File: config.mk
export PLATFORM = sky130hd
export DESIGN_NAME = lane_to_fifo_bridge
export DESIGN_NICKNAME = d
export VERILOG_FILES = /design/src/rtl/lane_to_fifo_bridge.sv
export SDC_FILE = /design/constraint.sdc
export NUM_CORES = 1
export LEC_CHECK = 0
export ABC_AREA = 1
export CORE_MARGIN = 2
export CORE_UTILIZATION = 45
export DETAILED_ROUTE_END_ITERATION = 8
export PLACE_DENSITY = 0.83
export SYNTH_ARGS = -nofsm -noshare
export SYNTH_HDL_FRONTEND = slang
export SYNTH_SLANG_ARGS = --single-unit
File: constraint.sdc
create_clock -name clk -period 2.1 [get_ports clk]
set_input_delay 0.42 -clock clk [delete_from_list [all_inputs] [get_ports clk]]
set_output_delay 0.42 -clock clk [all_outputs]
set_load 0.02 [all_outputs]
File: src/rtl/lane_to_fifo_bridge.sv
// rtl/lane_to_fifo_bridge.sv - DSI lane RX bytes to FIFO words with sop/eop, mode hold and overflow drop
module lane_to_fifo_bridge #(
  parameter int REVERSE_BITS = 1,
  parameter int CNT_WIDTH    = 16
) (
  input  logic                 clk,
  input  logic                 rst,
  input  logic                 lane_active,
  input  logic                 lane_valid,
  input  logic [7:0]           lane_data,
  input  logic                 lane_mode_lp,
  output logic [9:0]           fifo_data,
  output logic                 fifo_write,
  input  logic                 fifo_full,
  output logic                 mode_lp,
  output logic                 busy,
  output logic                 overflow,
  input  logic                 ovf_clr,
  output logic [CNT_WIDTH-1:0] pkt_cnt
);

  localparam logic [1:0] ST_WAIT = 2'd0;
  localparam logic [1:0] ST_IDLE = 2'd1;
  localparam logic [1:0] ST_RECV = 2'd2;
  localparam logic [1:0] ST_DROP = 2'd3;

  logic [1:0]           state_q, state_d;
  logic                 stg_valid_q, stg_valid_d;
  logic [7:0]           stg_byte_q, stg_byte_d;
  logic                 stg_sop_q, stg_sop_d;
  logic                 mode_q, mode_d;
  logic                 ovf_q, ovf_d;
  logic [CNT_WIDTH-1:0] cnt_q, cnt_d;

  logic [7:0] lane_byte;
  logic       write_needed;
  logic       write_eop;
  logic       lost;

  // Undo lane bit order so the stage always holds the byte in FIFO order
  always_comb begin
    lane_byte = lane_data;
    if (REVERSE_BITS != 0) begin
      for (int i = 0; i < 8; i++) begin
        lane_byte[i] = lane_data[7-i];
      end
    end
  end

  // Burst FSM: one-byte stage delays each write until we know whether it is the last
  always_comb begin
    state_d      = state_q;
    stg_valid_d  = stg_valid_q;
    stg_byte_d   = stg_byte_q;
    stg_sop_d    = stg_sop_q;
    mode_d       = mode_q;
    ovf_d        = ovf_q;
    cnt_d        = cnt_q;
    write_needed = 1'b0;
    write_eop    = 1'b0;
    lost         = 1'b0;

    case (state_q)
      ST_WAIT: begin
        // A burst already in flight at reset is never captured
        if (!lane_active) state_d = ST_IDLE;
      end
      ST_IDLE: begin
        if (lane_active) begin
          state_d = ST_RECV;
          mode_d  = lane_mode_lp;
          if (lane_valid) begin
            stg_valid_d = 1'b1;
            stg_byte_d  = lane_byte;
            stg_sop_d   = 1'b1;
          end
        end
      end
      ST_RECV: begin
        if (!lane_active) begin
          state_d     = ST_IDLE;
          stg_valid_d = 1'b0;
          if (stg_valid_q) begin
            write_needed = 1'b1;
            write_eop    = 1'b1;
            if (fifo_full) lost = 1'b1;
            else           cnt_d = cnt_q + CNT_WIDTH'(1);
          end
        end else if (lane_valid) begin
          if (stg_valid_q) begin
            write_needed = 1'b1;
            if (fifo_full) begin
              // Packet is now corrupt; discard the rest of the burst
              lost        = 1'b1;
              stg_valid_d = 1'b0;
              state_d     = ST_DROP;
            end else begin
              stg_byte_d = lane_byte;
              stg_sop_d  = 1'b0;
            end
          end else begin
            stg_valid_d = 1'b1;
            stg_byte_d  = lane_byte;
            stg_sop_d   = 1'b1;
          end
        end
      end
      ST_DROP: begin
        if (!lane_active) state_d = ST_IDLE;
      end
      default: state_d = ST_WAIT;
    endcase

    // A new loss outranks a simultaneous clear
    if (ovf_clr) ovf_d = 1'b0;
    if (lost)    ovf_d = 1'b1;
  end

  // State and datapath registers
  always_ff @(posedge clk) begin
    if (rst) begin
      state_q     <= ST_WAIT;
      stg_valid_q <= 1'b0;
      stg_byte_q  <= 8'h00;
      stg_sop_q   <= 1'b0;
      mode_q      <= 1'b0;
      ovf_q       <= 1'b0;
      cnt_q       <= '0;
    end else begin
      state_q     <= state_d;
      stg_valid_q <= stg_valid_d;
      stg_byte_q  <= stg_byte_d;
      stg_sop_q   <= stg_sop_d;
      mode_q      <= mode_d;
      ovf_q       <= ovf_d;
      cnt_q       <= cnt_d;
    end
  end

  assign fifo_write = write_needed & ~fifo_full & ~rst;
  assign fifo_data  = {write_eop, stg_sop_q, stg_byte_q};
  assign mode_lp    = mode_q;
  assign busy       = (state_q == ST_RECV) || (state_q == ST_DROP);
  assign overflow   = ovf_q;
  assign pkt_cnt    = cnt_q;

endmodule

Word-level counts from Yosys, hierarchy flattened
Cells that the tools add are included.

RAM bits: 0. Bits in registers: 30. ROM bits: 0. Logic and storage cells: 74. Output and inout bits: 30. Bits of input ports: 15. Latch bits: 0. Memories kept: 0.

Magnitude comparators: 0. Bitwise gates (word level): 5. Equal/unequal tests: 12. Div/mod/pow operators: 0. Add/subtract/negate cells: 1. Reductions and logical operators: 10. Shifts and indexed selects: 0. Multiplexer cells: 39. Multipliers: 0.

Operators with widths (count): 2-to-1 mux 8 bit (6); 2-to-1 mux 1 bit (23); adder 16 x 1 -> 16 bit, second input constant (1); case mux 8 bit (2 select lines) (1); 2-to-1 mux 2 bit (6); != test 3 bit, second input constant (4); != test 2 bit, second input constant (5); AND reduction 4 bit (2); case mux 2 bit (3 select lines) (1); AND reduction 6 bit (1); AND reduction 5 bit (1); equality test 2 bit, second input constant (2); case mux 1 bit (2 select lines) (2); nonzero test 2 bit (2); inverter 1 bit (3); bitwise AND 1 bit (2); equality test 2 x 1 -> 1 bit, second input constant (1); logical NOT 2 bit (1); AND reduction 2 bit (1); OR reduction 2 bit (1); logical OR 1 bit (1).

Logic depth before layout (Yosys ltp)
Depth after elaboration: 6. Depth in mapped cells: 10. Gate-level depth less buffers: 10.

Worst setup path before layout
Ideal clock, no wire load.

Path kind: reg-to-output. Start: reg state_q[0]. End: out fifo_write. Required time: 1680 ps. Setup slack: 310 ps. Stages on the path, launching flop included: 5. Buffers on the path: 0. Data arrival time: 1370 ps. Path through: dfxtp_1 inv_1 ha_1 nand2_1 nor4_1.

Longest elaborated chain between the ends: 4.

RTL lines: start, declared (RTL line 27) `logic [1:0] state_q, state_d;`; start signal, assigned (RTL line 130) `state_q <= state_d;`; equality test 2 bit (RTL line 63) `case (state_q)`; 2-to-1 mux 1 bit (RTL line 63); bitwise AND 1 bit (2 in series) (RTL line 140) `assign fifo_write = write_needed & ~fifo_full & ~rst;`; end, declared (RTL line 13) `output logic fifo_write,`.

No other way between the ends.

Final worst setup path
Start: reg state_q[0]. End: out busy.

Longest elaborated chain between the ends: 2. Elaborated cells on any way between the ends: 3. Classes of those cells: eq/ne: 2; reduce/logical: 1.

RTL lines: equality test 2 bit (RTL line 143) `assign busy = (state_q == ST_RECV) || (state_q == ST_DROP);`; logical OR 1 bit (*) (RTL line 143); end, declared (RTL line 16) `output logic busy,`.

Mark *: on every way between the ends. The rest lies on a longest branch, timed or not.

==> flow_metrics.py <==
metrics = {
    "run_status": {
        "status": "finished clean",
    },
    "timing": {
        "hold_viol_final": 0,
        "slew_viol_final": 0,
        "finClkSkew_ps": 4.797,
        "fmax_mhz": 502.4,
        "setup_viol": 0,
        "hold_slack_ps": 463.0,
        "rsz0062_at_grt": "no",
        "tightest_slew_ps": 686.4,
        "period_minus_slack_ps": 1990,
        "max_slew_margin": 0.5419,
        "period_share": 0.9478,
    },
    "clock_network": {
        "clk-insertion-delay-late_ps": 330,
        "path_clk_slew_ps": 90,
        "cts_buffers": 5,
        "htree_levels": 2,
        "cts_tree": "done",
        "postCtsSetupRepairBufs": 0,
        "ctsHoldBuffers": 0,
        "clk_path_buf_depth": 2,
        "clock_sinks": 30,
        "root_buffer": "clkbuf_4",
    },
    "route": {
        "wl_met1_um": 1598,
        "ant_nets": 0,
        "dr_wl_met3_um": 254,
        "wl_met2_um": 1528,
        "top_layer": "met4",
        "drtIter0Drc": 62,
        "drt-total-wl_um": 3421,
        "drc": 0,
        "post_drt_wl_per_cell_um": 9.802,
        "first_pass_iters": 5,
        "viasPerCell": 4.527,
        "vias": 1580,
    },
    "flow_run": {
        "cap_violations": 0,
    },
    "critical_path": {
        "path_buf_inv": 2,
        "critPathCaptureType": "primary output",
        "r2r-end": "stg_byte_q[3]",
        "reg2reg_depth": 8,
        "crit_chain": "inv_1 > ha_2 > or2_2 > dlygate4sd2_1",
        "path_depth": 4,
        "crit_fanout": 6,
        "path_delay_family": "buffers and inverters",
        "startpoint": "state_q[0]",
        "worst_setup_path_start_kind": "register",
        "r2r-start": "state_q[1]",
        "cp_slowest_cell": "dfxtp_2",
        "r2r_setup_slack_ps": 480,
        "worst_ep_required_time_ps": 1680,
        "cpPeakStageDelay_ps": 360,
        "critPathKind": "reg2out",
        "cp-endpoint": "busy",
        "arrival_ps": 1570,
    },
    "power_and_ir_drop": {
        "p_comb_frac": 0.326,
        "switchingPower_mw": 0.5367,
        "ir_worst_vdd_v": 0.0004432,
        "leakage_nw": 0.9552,
        "internal_power_mw": 1.119,
        "p_clk_frac": 0.254,
        "p_sw_frac": 0.3242,
        "power_density_mw_per_mm2": 762.6,
        "seqPwrFrac": 0.419,
        "finalPower_mw": 1.655,
    },
    "die": {
        "die_area_mm2": 0.004058,
        "start_util": 0.4732,
        "rows": 21,
        "coreArea_mm2": 0.003390,
        "fp.dieH_um": 63.71,
        "io_pins": 45,
        "die_w_um": 63.71,
    },
    "cells_and_area": {
        "finalInstanceArea_mm2": 0.002171,
        "multi_input_area_um2": 814.5,
        "area_growth_pct": 35.34,
        "drive_gt1_frac": 0.08911,
        "final_core_util": 0.6405,
        "fillers": 314,
        "fin_nets": 322,
        "antennaDiodeCount": 0,
        "seqCellArea_um2": 603.1,
    },
    "global_routing": {
        "grt_util_all_layers": 0.1752,
        "grt_pass1_wl_um": 5727,
        "grt_max_degree": 24,
        "antenna_found_initial": 0,
        "overflow": 0,
        "grt_pass1_vias": 1357,
    },
    "placed_design": {
        "dp.final_hpwl_um": 2502,
        "port_buffers": 44,
        "gp_congestion": 0.8129,
        "placed_cell_area_mm2": 0.002095,
    },
    "synth": {
        "synth-main-ff-cell": "dfxtp_1",
        "synthArstFlopShare": 0,
        "synth-edff-count": 0,
        "syn-num-nets": 272,
        "ys_ff_latch": 30,
        "syn_inst": 252,
        "yosysSeqAreaShare": 0.3744,
        "ys_types": 24,
        "avgSynthCellArea_um2": 6.365,
        "ys_warn_count": 0,
        "synth_area_mm2": 0.001604,
    },
    "worst_hold_path": {
        "hp-class": "reg2reg",
    },
}
## kinds of logic after synthesis
kind of cell,count (synthesis),share of synthesized area
AOI/OAI and AO/OA,18,0.06553
DFF,30,0.3744
buffers and inverters,43,0.1193
and+or+nand+nor,156,0.4017
adders and majority gates,5,0.03900
## layout by cell type, fill, tap and decap left out, drive strengths merged
cell type      count
o21ai              7
nor3               2
a21oi             11
nand3             12
or2                1
buf                7
clkdlybuf4s50     41
nor4               1
inv               35
dfxtp             30
nor3b              1
ha                 5
nand3b             2
nand2             73
clkbuf             9
and3               2
nand4              3
nor2              59
dlygate4sd2        2
## power by group through the flow
stage	Combinational [mW]	Clock, mW	Sequential, mW
global route	0.597	0.461	0.704
finish	0.540	0.421	0.694
detailed placement	0.548	0	0.704
CTS	0.545	0.434	0.693
global placement	0.539	0	0.702
floorplan	0.304	0	0.756
## final cells by class
type	count	area share
clock buffers	8	0.03631
inverters	35	0.06052
multi-input cells	179	0.3752
flip-flops and latches	30	0.2778
well taps	46	0.02651
repair buffers	51	0.2236
## worst reg2reg max path, delay by kind of cell, from the launching register on
family / cells / cell delay (ps)
flops: 1 / 380
compound gates: 2 / 540
simple gates: 4 / 310
buf+inv: 1 / 50
fa+ha+maj: 1 / 250
## what timing repair did
action | CTS | global route
setup endpoints to repair | 3 | 2
gates resized for setup | 5 | 4
cloned | 0 | 0
## through the flow
stage / setup TNS [ps] / setup slack [ps] / std cells
after global placement: -84.30 / -84.30 / 341
after floorplan: 0 / 310.2 / 252
final: 0 / 109.7 / 349
after CTS: 0 / 34.86 / 349
after detailed placement: -154.9 / -129.0 / 341
after global routing: 0 / 32.00 / 349
## flip-flops by register name, indices dropped and copies added (netlist names)
signal,flops
state_q,2
stg_valid_q,1
pkt_cnt,16
mode_lp,1
stg_byte_q,8
stg_sop_q,1
overflow,1
## synth_stat cells (2+ instances only)
library cell  instances  area share
nand2_1              71        0.17
nor2_1               58        0.14
inv_1                33       0.077
dfxtp_1              30        0.37
nand3_1              12       0.037
a21oi_1              10       0.031
o21ai_0               6       0.019
ha_1                  5       0.039
buf_6                 3       0.021
nand4_1               3       0.012
and3_1                2      0.0078
buf_4                 2      0.0094
clkbuf_1              2      0.0047
inv_2                 2      0.0047
nand2_2               2      0.0078
nand3b_1              2      0.0094
nor3_1                2      0.0062
## metal layers
metal,GRT usage,vias up
li1,-,871
met1,0.2196,662
met2,0.2882,42
met3,0.05536,5
met4,0.04891,0
met5,0,-
## worst min-delay path by stage
stage	endpoint	depth (start not counted)	startpoint
after floorplan	stg_sop_q	2	stg_sop_q
after global placement	mode_lp	2	mode_lp
after detailed placement	mode_lp	2	mode_lp
after CTS	mode_lp	2	mode_lp
after global routing	stg_byte_q[0]	2	stg_byte_q[0]
final	mode_lp	2	mode_lp
No activity file was read; power rests on OpenSTA's default activity.
